File: config.mk
export PLATFORM = sky130hd
export DESIGN_NAME = shift_pipe
export DESIGN_NICKNAME = d
export VERILOG_FILES = /design/src/rtl/shift_pkg.sv /design/src/rtl/shift_stage.sv /design/src/rtl/shift_pipe.sv
export SDC_FILE = /design/constraint.sdc
export NUM_CORES = 1
export LEC_CHECK = 0
export CAP_MARGIN = 0
export CORE_ASPECT_RATIO = 1.75
export CORE_UTILIZATION = 59
export DETAILED_ROUTE_END_ITERATION = 6
export PLACE_DENSITY = 0.92
export SLEW_MARGIN = 20
export SYNTH_ARGS = -nofsm -noshare
export SYNTH_HDL_FRONTEND = slang
export SYNTH_SLANG_ARGS = --single-unit
File: constraint.sdc
create_clock -name clk -period 3.59 [get_ports clk]
set_input_delay 0.359 -clock clk [delete_from_list [all_inputs] [get_ports clk]]
set_output_delay 0.359 -clock clk [all_outputs]
set_load 0.05 [all_outputs]
File: src/rtl/shift_pkg.sv
// shift_pkg: shift op encodings and level-to-stage distribution helpers
package shift_pkg;
  typedef enum logic [1:0] {
    SH_SLL = 2'b00,
    SH_SRL = 2'b01,
    SH_SRA = 2'b10,
    SH_ROR = 2'b11
  } shift_op_e;
  function automatic int lvls_per_stage(input int shamt_w, input int stages);
    return (shamt_w + stages - 1) / stages;
  endfunction
  function automatic int stage_first_lvl(input int shamt_w, input int stages, input int k);
    int f;
    f = k * lvls_per_stage(shamt_w, stages);
    return f < shamt_w ? f : shamt_w;
  endfunction
  function automatic int stage_num_lvl(input int shamt_w, input int stages, input int k);
    int f;
    int l;
    f = stage_first_lvl(shamt_w, stages, k);
    l = lvls_per_stage(shamt_w, stages);
    return shamt_w - f < l ? shamt_w - f : l;
  endfunction
endpackage

File: src/rtl/shift_stage.sv
// shift_stage: applies this stage's shift levels, then registers the transaction with elastic advance
module shift_stage
  import shift_pkg::*;
#(
  parameter int WIDTH = 32,
  parameter int TAG_W = 5,
  parameter int FIRST_LVL = 0,
  parameter int NUM_LVL = 1,
  localparam int SHAMT_W = $clog2(WIDTH)
) (
  input  logic               clk,
  input  logic               reset,
  input  logic               dn_adv,
  input  logic               up_valid,
  input  logic [WIDTH-1:0]   up_data,
  input  logic [SHAMT_W-1:0] up_shamt,
  input  logic [1:0]         up_op,
  input  logic [TAG_W-1:0]   up_tag,
  output logic               adv,
  output logic               valid,
  output logic [WIDTH-1:0]   data,
  output logic [SHAMT_W-1:0] shamt,
  output logic [1:0]         op,
  output logic [TAG_W-1:0]   tag
);
  localparam logic [SHAMT_W-1:0] MASK = SHAMT_W'(((1 << NUM_LVL) - 1) << FIRST_LVL);
  localparam logic [SHAMT_W:0] WN = (SHAMT_W + 1)'(WIDTH);
  logic [SHAMT_W-1:0] amt;
  logic [WIDTH-1:0] sra;
  logic [WIDTH-1:0] nxt;
  // only this stage's levels contribute; the sum of enabled 2^i levels is the masked amount
  assign amt = up_shamt & MASK;
  assign sra = $signed(up_data) >>> amt;
  assign nxt = up_op == SH_SLL ? up_data << amt :
               up_op == SH_SRL ? up_data >> amt :
               up_op == SH_SRA ? sra :
               (up_data >> amt) | (up_data << (WN - {1'b0, amt}));
  assign adv = !valid || dn_adv;
  always_ff @(posedge clk) begin
    if (reset) begin
      valid <= 1'b0;
    end else if (adv) begin
      valid <= up_valid;
      data  <= nxt;
      shamt <= up_shamt;
      op    <= up_op;
      tag   <= up_tag;
    end
  end
endmodule

File: src/rtl/shift_pipe.sv
// shift_pipe: elastic pipelined barrel shifter (SLL/SRL/SRA/ROR) with sideband tag
module shift_pipe
  import shift_pkg::*;
#(
  parameter int WIDTH = 32,
  localparam int SHAMT_W = $clog2(WIDTH),
  parameter int STAGES = 2,
  parameter int TAG_W = 5
) (
  input  logic               clk,
  input  logic               reset,
  input  logic               in_valid,
  output logic               in_ready,
  input  logic [WIDTH-1:0]   in_data,
  input  logic [SHAMT_W-1:0] in_shamt,
  input  logic [1:0]         in_op,
  input  logic [TAG_W-1:0]   in_tag,
  output logic               out_valid,
  input  logic               out_ready,
  output logic [WIDTH-1:0]   out_data,
  output logic [TAG_W-1:0]   out_tag
);
  if (WIDTH < 4 || (WIDTH & (WIDTH - 1)) != 0) begin : g_bad_width
    $error("shift_pipe: WIDTH must be a power of 2 and at least 4");
  end
  if (STAGES < 1 || STAGES > SHAMT_W) begin : g_bad_stages
    $error("shift_pipe: STAGES must be in 1..SHAMT_W");
  end
  if (TAG_W < 1) begin : g_bad_tag
    $error("shift_pipe: TAG_W must be at least 1");
  end
  logic [STAGES:0] v;
  logic [STAGES:0] adv;
  logic [WIDTH-1:0] d [STAGES+1];
  logic [SHAMT_W-1:0] sh [STAGES+1];
  logic [1:0] op [STAGES+1];
  logic [TAG_W-1:0] tg [STAGES+1];
  assign v[0] = in_valid;
  assign d[0] = in_data;
  assign sh[0] = in_shamt;
  assign op[0] = in_op;
  assign tg[0] = in_tag;
  assign adv[STAGES] = out_ready;
  for (genvar k = 0; k < STAGES; k++) begin : g_st
    shift_stage #(
      .WIDTH(WIDTH),
      .TAG_W(TAG_W),
      .FIRST_LVL(stage_first_lvl(SHAMT_W, STAGES, k)),
      .NUM_LVL(stage_num_lvl(SHAMT_W, STAGES, k))
    ) u_stage (
      .clk(clk),
      .reset(reset),
      .dn_adv(adv[k+1]),
      .up_valid(v[k]),
      .up_data(d[k]),
      .up_shamt(sh[k]),
      .up_op(op[k]),
      .up_tag(tg[k]),
      .adv(adv[k]),
      .valid(v[k+1]),
      .data(d[k+1]),
      .shamt(sh[k+1]),
      .op(op[k+1]),
      .tag(tg[k+1])
    );
  end
  // invalid stage contents are don't-care, so the visible outputs are gated to zero
  assign in_ready  = adv[0] && !reset;
  assign out_valid = v[STAGES];
  assign out_data  = v[STAGES] ? d[STAGES] : '0;
  assign out_tag   = v[STAGES] ? tg[STAGES] : '0;
endmodule
* Yosys cells after proc, flatten, opt, wreduce, memory -nomap -nowiden
Index checks and enable logic that the tools add are counted.
** Storage, ports and cells
- Output and inout bits :: 39
- Register bits :: 83
- Bits in read-only memories :: 0
- Memories kept :: 0
- Bits of input ports :: 48
- Bits in writable memories :: 0
- Logic and storage cells :: 43
- Latch bits :: 0
** Operators by class
- Multipliers :: 0
- Multiplexer cells :: 8
- Eq/ne operators :: 4
- Add/sub/neg operators :: 2
- Order comparisons :: 0
- Reductions and logical operators :: 10
- Shifts and indexed selects :: 8
- Bitwise gates (word level) :: 3
- Div/mod/pow operators :: 0
** Operators by type and width (count)
- 32-bit 2-to-1 mux :: 7
- 32-bit OR :: 2
- 32-bit by 6-bit << shifter with 32-bit output :: 2
- 32-bit by 3-bit << shifter with 32-bit output :: 1
- 32-bit by 5-bit << shifter with 32-bit output :: 1
- 32-bit by 3-bit right shift with 32-bit output :: 1
- 32-bit by 5-bit right shift with 32-bit output :: 1
- 32-bit by 3-bit >>> shifter with 32-bit output :: 1
- 32-bit by 5-bit >>> shifter with 32-bit output :: 1
- 6-bit by 3-bit subtractor with 6-bit output, first input constant :: 1
- 6-bit by 5-bit subtractor with 6-bit output, first input constant :: 1
- 5-bit 2-to-1 mux :: 1
- 2-bit by 1-bit equality test with 1-bit output, second input constant :: 2
- 2-bit equality test, second input constant :: 2
- 2-bit logical NOT :: 2
- 2-bit AND reduction :: 2
- 1-bit logical NOT :: 3
- 1-bit logical OR :: 2
- 1-bit logical AND :: 1
- 1-bit inverter :: 1

* Longest topological paths before layout
Gate-level depths: netlist of the first run.
- Word-level depth :: 6
- Depth in mapped cells :: 11
- Gate-level depth less buffers :: 7

* By module
From an unflattened synthesis of the first run, not the netlist that was laid out.
** Unflattened totals
- Cells, all modules :: 862
- Area, all modules :: 8984.9 µm²
** By module, submodules not included
- shift_stage at g_st[0].u_stage :: times used 1, cells an instance 459, seq. area each 1341.3 µm², area an instance 5265.0 µm²
- shift_stage at g_st[1].u_stage :: times used 1, cells an instance 362, seq. area each 1341.3 µm², area an instance 3420.8 µm²
- shift_pipe :: times used 1, cells an instance 41, seq. area each 0.0 µm², area an instance 299.0 µm²

* Worst setup path before layout of the first run
OpenSTA, ideal clock, no wires.
- Kind :: register -> register
- From :: reg g_st[1].u_stage.valid
- To :: reg g_st[0].u_stage.data[0] (enable)
- Stages on the path, launching flop included :: 3
- Setup slack :: -353 ps
- Period minus slack after synthesis :: 3943 ps
- Setup time :: 488 ps
- Data required time :: 3102 ps
- Path buffers :: 0
- Data arrival time :: 3455 ps
- Cells stage by stage :: dfxtp_1 nor2b_1 a21oi_1
** On the way
- Word-level cells in the longest chain between the ends :: 4
** Ends and longest elaborated chain
- start: declaration :: line shift_stage.sv:20 : output logic valid,
- start signal: assignment :: line shift_stage.sv:43 : valid <= up_valid;
- 1-bit logical NOT :: line shift_stage.sv:38 : assign adv = !valid || dn_adv;
- 1-bit logical OR (2 in a row) :: line shift_stage.sv:38
- 2-bit AND reduction (no source line)
- end signal: assignment :: line shift_stage.sv:44 : data <= nxt;
- end: declaration :: line shift_stage.sv:21 : output logic [WIDTH-1:0] data,
Every way passes these cells.
A chain may end at the register's enable or synchronous reset.

* Final worst setup path of the first run
- From :: in in_shamt[2]
- To :: reg g_st[0].u_stage.data[27] (data pin)
** On the way
- Word-level cells in the longest chain between the ends :: 6
- Elaborated cells on any way between the ends :: 9
- Those cells by class :: 1 x add/sub; 4 x shift; 3 x mux; 1 x bitwise
** Ends and longest elaborated chain
- start: declaration :: line shift_pipe.sv:15 : input logic [SHAMT_W-1:0] in_shamt,
- 6-bit by 3-bit subtractor with 6-bit output :: line shift_stage.sv:37 : (up_data >> amt) | (up_data << (WN - {1'b0, amt}));
- 32-bit by 6-bit << shifter with 32-bit output :: line shift_stage.sv:37
- 32-bit OR :: line shift_stage.sv:37
- 32-bit 2-to-1 mux :: line shift_stage.sv:36 : up_op == SH_SRA ? sra :
- 32-bit 2-to-1 mux :: line shift_stage.sv:35 : up_op == SH_SRL ? up_data >> amt :
- 32-bit 2-to-1 mux * :: line shift_stage.sv:34 : assign nxt = up_op == SH_SLL ? up_data << amt :
- named net g_st[0].u_stage.nxt[27] :: line shift_stage.sv:30 : logic [WIDTH-1:0] nxt;
Mark *: on every way through the listed nets, which the timed path passes. The rest lies on a longest branch.

==> results.md, run 1 <==
* Status: finished clean
* Worst clock skew at 0.00644 ns
* DR vias/cell at 7.55
* Iter 0 DRT Violations at 489
* R2r startpoint: g_st[0].u_stage.op[1]
* ANT cells at 0
* NetSw at 1.05 mW
* Reg2reg path depth at 4
* Power Total at 3.31 mW
* Initial Utilization at 0.610
* Register area share after synthesis at 0.290
* Rows at 56
* Critical setup path kind: input pin to flop
* Vias in the first global route at 6922
* Mapped Cells at 737
* Hold Crit Class: flop to flop
* Period utilization at 0.726
* CTS H-tree lvls at 3
* Global-route wire length before repair at 40.5 mm
* Avg Cell Area, Syn at 11.1 sq um
* Initial antenna violation count at 0
* Hold path cells at 0
* Final setup fails at 0
* CTS tree: built
* EDFF count, synth at 78
* Worst skew pair latency at 0.33 ns
* Yosys Warn Count at 0
* Synth async-reset ratio at 0
* Post_cts resized at 0
* TritonRoute pass-1 iters at 5
* Slew Limit Headroom at 0.293
* Vias post-DR at 7094
* R2r setup slk at 1.07 ns
* TNS Setup at 0 ns
* Largest net degree at the start of global routing at 93
* Gr usage total at 0.384
* Share of layout cells above drive strength 1 at 0.231
* Worst Setup End Kind: flop
* Total wire length at 26.7 mm
* CP Data Arrival Time at 2.66 ns
* Dpl hpwl at 19.9 mm
* Final Hold Fails at 0
* Total CTS buffers at 9
* Clk sinks at 80
* Reg clk slew, reported paths at 0.06 ns
* Layout area overhead at 13.8%
* Sw Ratio at 0.317
* Mapped Nets at 788
* I/O Buffers at 86
* Yosys reg bits at 80
* Flop pwr share at 0.377
* Leakage at 3.19 nW
* I/O pins at 87
* Peak VDD IR at 208 uV
* Unrepaired setup endpoints after global routing: no
* Int Pwr at 2.27 mW
* CORE AREA at 0.0135 sq mm
* Die Footprint at 0.0144 sq mm
* Peak Freq at 384 MHz
* Top_reg_cell synth: edfxtp_1
* GP Congestion at 1.09
* Max clock buf depth at 2
* Drt wl/cell at 28.4 um
* Crit Reg-Reg Endpoint: g_st[1].u_stage.data[15]
* Hold Crit Start: g_st[0].u_stage.tag[1]
* Period minus WS final at 2.61 ns
* Unique masters post-synth at 65
* Clock network power share at 0.285
* Slew @ Worst Pin at 1.05 ns
* Post-CTS Hold Buffers at 0
* Max-slew violations at 0
* Crit Path Max Fanout at 14
* CP startpoint kind: input pin
* Remaining Overflow, GRT at 0
* Cell Area, Synth at 0.00820 sq mm
* # DRC at 0
* Hold Path End: g_st[1].u_stage.tag[1]
* Fin nets at 812
* PwrDens at 355 mW/mm^2
* Logic pwr share at 0.338
* Maxcap violations at 0
* DRT antenna net count at 0
* Root Driver: clkbuf_16
* Post-CTS setup buffer count at 0
* Die width at 91.1 um
* Die height at 158 um
* Req. time, crit path at 3.64 ns
==> cells in the mapped netlist (3+ instances only) <==
cell type	instances	area, sq um
and3_1	4	25.0
or3_1	4	25.0
a2bb2oi_1	4	35.0
clkbuf_1	54	203
nand3_1	7	35.0
a21oi_1	34	170
nand2_1	23	86.3
mux2_2	43	484
o22ai_1	5	31.3
nand4_1	3	18.8
ha_1	3	37.5
o2bb2ai_1	3	26.3
buf_1	4	15.0
buf_6	7	78.8
buf_2	25	125
edfxtp_1	78	2340
a31oi_1	9	56.3
and2_1	49	307
a221oi_1	10	87.6
nor2b_1	11	68.8
nor2_1	36	135
o221ai_1	3	26.3
o21ai_0	32	160
a221o_1	15	150
nand2b_1	6	37.5
or2_2	3	18.8
o211ai_1	7	52.6
mux2i_1	50	500
a211oi_1	25	188
mux4_2	88	1980
inv_1	10	37.5
o311ai_1	5	43.8
nand3b_1	7	52.6
a32oi_1	9	78.8
nor3_1	15	75.1
nor3b_1	5	37.5
==> placed cells by master (no fill, tap or decap), types with 10 or more instances in the layout <==
cell type        synthesis  final
a221o_1                 15     15
a21oi_1                 34     33
buf_4                    2     18
a221oi_1                10     10
clkdlybuf4s50_1          0     84
nand2_1                 23     23
edfxtp_1                78     78
mux4_2                  88     88
mux2i_1                 50     50
and2_1                  49     49
inv_1                   10     10
mux2_2                  43     43
nor2_1                  36     34
nor2b_1                 11     11
nor3_1                  15     15
a211oi_1                25     25
o21ai_0                 32     32
==> worst max-delay path, stage by stage <==
cell	delay [ns]
clkdlybuf4s50_1	0.55
inv_1	0.15
ha_1	0.47
mux4_2	0.37
mux2_2	0.29
a221oi_1	0.28
o221ai_1	0.19
==> through the flow <==
stage,worst slack (ns),hold slack [ns],std cells,area [sq um],utilization
floorplan,0.750,0.400,737,8210,-
global placement,0.771,0.411,924,9020,0.671
detailed placement,0.705,0.410,924,9020,0.671
CTS,0.936,0.423,939,9340,0.694
global route,0.846,0.438,939,9340,0.694
finish,0.982,0.426,939,9340,0.694
==> state kept, by name (all words and copies together), names as in the netlist <==
| register | cells |
|---|---|
| g_st.u_stage.data | 64 |
| g_st.u_stage.shamt | 2 |
| g_st.u_stage.op | 2 |
| g_st.u_stage.tag | 10 |
| g_st.u_stage.valid | 2 |
==> final cells by class <==
| type | count | area, sq um |
|---|---|---|
| Multi-Input combinational cell | 553 | 5360 |
| Fill cell | 1030 | 4120 |
| Sequential cell | 80 | 2380 |
| Timing Repair Buffer | 105 | 1020 |
| Clock buffer | 10 | 229 |
| Tap cell | 174 | 218 |
| Clock inverter | 5 | 81.3 |
| Inverter | 12 | 45.0 |
==> cell families (layout without fill, tap and decap cells) <==
| family | Yosys count | count (layout) | synth area share |
|---|---|---|---|
| AOI/OAI and AO/OA | 184 | 184 | 0.159 |
| xor gates and xnor gates | 2 | 2 | 0.00214 |
| adders and majority gates | 3 | 3 | 0.00458 |
| buffers and inverters | 104 | 132 | 0.0587 |
| DFF | 80 | 80 | 0.290 |
| muxes | 184 | 184 | 0.366 |
| and+or+nand+nor | 180 | 180 | 0.119 |
==> per-layer routing <==
layer  up-vias  track usage  part of all wire
met5         -            0                 0
met4         0        0.320             0.095
met3       138       0.0533             0.083
met2       547        0.687              0.52
met1      3376        0.395              0.30
li1       3033            -                 -
==> power groups by stage <==
stage	Sequential [mW]	Clock, mW	Combinational [mW]
after global routing	1.26	0.988	1.18
after global placement	1.26	0	1.08
after CTS	1.24	0.952	1.10
final	1.25	0.945	1.12
after floorplan	1.21	0	0.805
after detailed placement	1.26	0	1.09
==> how the worst max path moves through the flow <==
stage	startpoint	endpoint	depth (start not counted)
after CTS	g_st[1].u_stage.valid	in_ready	4
after global placement	in_shamt[2]	g_st[0].u_stage.data[27]	7
after floorplan	in_shamt[1]	g_st[0].u_stage.data[30]	9
after global routing	g_st[1].u_stage.valid	in_ready	4
after detailed placement	in_shamt[2]	g_st[0].u_stage.data[27]	7
final	in_shamt[2]	g_st[0].u_stage.data[27]	7
No activity file was read; power rests on OpenSTA's default activity.
==> run 2: changes to the inputs <==
==> constraint.sdc (replaced) <==
create_clock -name clk -period 2.4 [get_ports clk]
set_input_delay 0.24 -clock clk [delete_from_list [all_inputs] [get_ports clk]]
set_output_delay 0.24 -clock clk [all_outputs]
set_load 0.05 [all_outputs]
==> results.md, run 2 (synthesized netlist as in run 1, its figures left out) <==
* Largest net degree at the start of global routing at 69
* Period minus WS final at 2.31 ns
* Power Total at 5.22 mW
* Non-filler cells in the finished layout at 1032
* Die height at 158 um
* Iter 0 DRT Violations at 715
* Maxcap violations at 0
* Slew @ Worst Pin at 1.06 ns
* CTS tree: built
* Post-CTS setup buffer count at 0
* Total CTS buffers at 9
* Flop pwr share at 0.358
* Post_cts resized at 0
* DRT antenna net count at 0
* DR vias/cell at 7.46
* Hold Crit Start: g_st[0].u_stage.tag[0]
* Max clock buf depth at 2
* Hold Path End: g_st[1].u_stage.tag[0]
* # DRC at 0
* Peak VDD IR at 304 uV
* Root Driver: clkbuf_16
* R2r setup slk at 0.09 ns
* Dpl cell area at 0.00972 sq mm
* Multi-input logic area at 0.00537 sq mm
* Core Util, Final at 0.747
* Worst clock skew at 0.00473 ns
* Unrepaired setup endpoints after global routing: no
* Worst skew pair latency at 0.35 ns
* Reg2reg path depth at 6
* Remaining Overflow, GRT at 0
* Gr usage total at 0.428
* PwrDens at 520 mW/mm^2
* Req. time, crit path at 2.47 ns
* Final setup fails at 0
* Max FFs per register at 64
* Int Pwr at 3.51 mW
* Period utilization at 0.963
* CP startpoint kind: flop
* Share of layout cells above drive strength 1 at 0.359
* TritonRoute pass-1 iters at 5
* Commonest non-fill, non-tap cells in the layout: buf_4, mux4_2, edfxtp_1
* Reg clk slew, reported paths at 0.06 ns
* Peak Freq at 433 MHz
* Logic pwr share at 0.364
* Initial Utilization at 0.610
* Seq. cell area at 0.00238 sq mm
* Clk sinks at 80
* Dpl hpwl at 22.8 mm
* Post-CTS Hold Buffers at 0
* Die Footprint at 0.0144 sq mm
* Max-slew violations at 0
* DP Cell Count at 1013
* R2r startpoint: g_st[0].u_stage.shamt[3]
* I/O Buffers at 86
* NetSw at 1.71 mW
* Vias in the first global route at 7650
* Total wire length at 30.2 mm
* Critical setup path kind: flop to flop
* Global-route wire length before repair at 44.6 mm
* Top flop regs: g_st.u_stage.data (64), g_st.u_stage.tag (10)
* Layout area overhead at 22.5%
* Post-route design area at 0.0100 sq mm
* Crit Reg-Reg Endpoint: g_st[1].u_stage.data[26]
* Crit Path Max Fanout at 8
* Initial antenna violation count at 3
* Vias post-DR at 7695
* Fin nets at 901
* Drt wl/cell at 29.3 um
* GP Congestion at 1.07
* CP Data Arrival Time at 2.38 ns
* I/O pins at 87
* FILL cells at 930
* Clock network power share at 0.278
* Most flops, register: g_st.u_stage.data
* Hold Crit Class: flop to flop
* Status: finished clean
* Most common cell after layout, fill and taps aside: buf_4
* Rows at 56
* Final Hold Fails at 0
* Slew Limit Headroom at 0.288
* Hold path cells at 0
* Sw Ratio at 0.327
* CORE AREA at 0.0135 sq mm
* Die width at 91.1 um
* Worst Setup End Kind: flop
* Leakage at 3.72 nW
* CTS H-tree lvls at 3
-- run 2: cell types whose count changed in the layout (fill, tap and decap cells not counted), sizes merged --
cell and delta:
buf +127, clkinv +1, clkinvlp +1, inv -1, clkdlybuf4s50 -38, diode +3
-- run 2: how the worst max path moves through the flow --
| stage | from | end | slack [ns] |
|---|---|---|---|
| global route | g_st[0].u_stage.shamt[3] | g_st[1].u_stage.data[23] | 0.001 |
| floorplan | g_st[0].u_stage.shamt[3] | g_st[1].u_stage.data[26] | 0.01 |
| finish | g_st[0].u_stage.shamt[3] | g_st[1].u_stage.data[26] | 0.09 |
| global placement | in_shamt[2] | g_st[0].u_stage.data[23] | -0.08 |
| detailed placement | in_shamt[2] | g_st[0].u_stage.data[23] | -0.11 |
| CTS | g_st[0].u_stage.shamt[3] | g_st[1].u_stage.data[23] | 0.17 |
-- run 2: worst max-delay path, cell delays in order (launching register included) --
cell,delay (ns)
edfxtp_1,0.39
inv_1,0.07
ha_1,0.50
buf_4,0.19
mux4_2,0.28
a221oi_1,0.43
a21oi_1,0.16
-- run 2: per-layer routing --
metal / up-vias / track usage / share of wire
met1: 3659 / 0.379 / 0.28
met4: 2 / 0.476 / 0.13
met2: 613 / 0.762 / 0.50
met5: - / 0 / 0.00040
met3: 215 / 0.0836 / 0.085
li1: 3206 / - / -
-- run 2: power groups by stage --
stage / Sequential [mW] / Combinational [mW] / Clock (mW)
3_3_place_gp: 1.88 / 1.80 / 0
4_1_cts: 1.85 / 1.84 / 1.44
3_5_place_dp: 1.88 / 1.83 / 0
2_1_floorplan: 1.81 / 1.22 / 0
6_report: 1.87 / 1.90 / 1.45
5_1_grt: 1.87 / 1.98 / 1.49
-- run 2: layout make-up --
cell class,count,area share
Antenna cell,3,0.000747
Timing Repair Buffer,194,0.170
Inverter,12,0.00448
Clock buffer,10,0.0228
Clock inverter,6,0.00847
Multi-Input combinational cell,553,0.535
Tap cell,174,0.0217
Sequential cell,80,0.237
-- run 2: per-stage QoR --
stage / setup WS, ns / TNS [ns] / hold slack, ns
3_5_place_dp: -0.109 / -1.03 / 0.412
6_report: 0.0880 / 0 / 0.425
3_3_place_gp: -0.0812 / -0.623 / 0.401
2_1_floorplan: 0.0148 / 0 / 0.312
5_1_grt: 0.00110 / 0 / 0.446
4_1_cts: 0.167 / 0 / 0.426
==> patch: new RTL, settings of run 1 <==
The parameter `STAGES` goes from 2 to 4.
--- a/src/rtl/shift_pipe.sv
+++ b/src/rtl/shift_pipe.sv
@@ -6,3 +6,3 @@
   localparam int SHAMT_W = $clog2(WIDTH),
-  parameter int STAGES = 2,
+  parameter int STAGES = 4,
   parameter int TAG_W = 5
Check against the original RTL: not equivalent (Yosys sat finds a counterexample within 4 cycles, from zero or initial values and one cycle with reset high).
==> patch against run 1 <==
  * The flow now finishes with violations (DRC)
  * First-iteration DRC count is 73% higher
  * Fmax is 6.4% lower
  * Critical endpoint is now in_ready
  * Cell area is 17% higher
  * Sequential cell count is 80 higher
  * Routed wire length is 19% lower
  * Power is 56% higher
  * Worst setup slack worse by 0.18 ns
  * Area after synthesis is 15% higher
==> patch: results (changes against run 1) <==
Parameter                              Value

Route
  Final Routed Wirelength ... 21600 um (-19%)
  Number of iterations in the first detailed-routing pass ... 7 (+2)
  Via density ... 6.55 (-13%)
  Number of vias after detailed routing ... 7294 (+2.8%)
  DRC viols ... 26 (+26)

CTS
  H-Tree Depth ... 4 (+1)
  Number of clock buffers inserted by TritonCTS ... 17 (+8)
  Worst-Skew Late Latency ... 0.43 ns (+0.10 ns)

Critical path
  Crit-path leading delay family ... simple AND/OR/NAND/NOR gates
  Critical path origin ... g_st[3].u_stage.valid
  Slowest cell delay on critical path ... 0.73 ns (+0.18 ns)
  End of the worst register-to-register path ... g_st[1].u_stage.data[28]
  Crit path max fanout ... 5 (-9)
  Start of the worst register-to-register path ... g_st[0].u_stage.shamt[2]
  Slack of the worst reg-to-reg path ... 1.10 ns (+0.03 ns)
  Path depth of the worst reg2reg path ... 6 (+2)

Logic synthesis
  Post-synthesis share of cell area spent on xor and xnor gates ... 0.0927% (-0.12 points)
  Synth top area cells ... sky130_fd_sc_hd__edfxtp_1, sky130_fd_sc_hd__mux4_2, sky130_fd_sc_hd__nand2_1
  Number of nets in the synthesized netlist ... 911 (+16%)
  Post-synthesis mux area share ... 14.0% (-23 points)
  List of most frequent post-synthesis cells ... sky130_fd_sc_hd__edfxtp_1, sky130_fd_sc_hd__nand2_1, sky130_fd_sc_hd__nor2_1
  Post-Synthesis Cells ... 861 (+17%)
  Post-synthesis compound-gate area fraction ... 15.1% (-0.80 points)

Placement
  Inst Count DP ... 1082 (+17%)
  HPWL Detailed ... 15100 um (-24%)
  Final estimated routing congestion in global placement ... 0.967 (-11%)
  Area after detailed placement ... 0.0103 sq mm (+14%)

Global route
  Vias in the first global route ... 7056 (+1.9%)
  Maximum number of pins on one net before global-route repair ... 83 (-11%)
  Global-route wire length before repair ... 34400 um (-15%)

Final layout
  Biggest regs ... g_st.u_stage.data: 128 flops, g_st.u_stage.tag: 20 flops
  Number of filler instances in the final layout ... 1026 (-0.39%)
  # nets final ... 965 (+19%)

Timing
  Maximum clock skew at final layout ... 0.0101 ns (+0.00368 ns)
  Max_slew headroom ... 28.3% (-0.96 points)
  Fmax achieved ... 359 MHz (-6.4%)
  Worst hold margin ... 0.409 ns (-0.0166 ns)

Power
  Switching part of the total power ... 27.5% (-4.1 points)
  Reported leakage power ... 4.06 nW (+27%)

Hold path
  Hold Startpoint ... g_st[1].u_stage.tag[2]
  Hold Crit Endpoint ... g_st[2].u_stage.tag[2]

Status
  Violated checks ... DRC
  Status ... finished with violations
[patch: changes by cell type in the layout (fill, tap and decap cells not counted), moves of 19 or more]
cell,run 1,this run
sky130_fd_sc_hd__mux2_2,43,2
sky130_fd_sc_hd__a21o_1,1,20
sky130_fd_sc_hd__a211oi_1,25,5
sky130_fd_sc_hd__nand2_1,23,127
sky130_fd_sc_hd__edfxtp_1,78,156
sky130_fd_sc_hd__mux4_2,88,42
sky130_fd_sc_hd__a311oi_1,2,21
sky130_fd_sc_hd__nor2_1,34,95
sky130_fd_sc_hd__a21oi_1,33,54
[patch: power groups by stage]
stage | Sequential [mW] | Combinational, mW | Clock (mW)
after global placement | 2.47 | 0.850 | 0
after detailed placement | 2.48 | 0.877 | 0
after global routing | 2.46 | 0.970 | 1.90
after floorplan | 2.41 | 0.668 | 0
after CTS | 2.44 | 0.884 | 1.83
final | 2.45 | 0.899 | 1.82
[patch: cells by family after synthesis]
kind of cell / after synthesis
compound gates: 213
xor+xnor: 1
fa+ha+maj: 2
buf+inv: 95
flops: 160
mux: 79
simple gates: 311
[patch: final cells by class]
class	instances	area, sq um	share of cell area, %
Sequential cell	160	4760	43.7
Multi-Input combinational cell	606	4230	38.8
Timing Repair Buffer	104	986	9.03
Clock buffer	18	429	3.93
Tap cell	186	233	2.13
Clock inverter	14	170	1.56
Inverter	26	97.6	0.894
[patch: layer usage]
| metal | track usage [%] | routed length (um) | vias to the layer above |
|---|---|---|---|
| met4 | 20.7 | 1420 | 0 |
| met3 | 3.83 | 1240 | 111 |
| met5 | 0 | 0 | - |
| met1 | 26.1 | 7200 | 3409 |
| met2 | 50.4 | 11800 | 435 |
| li1 | - | - | 3339 |
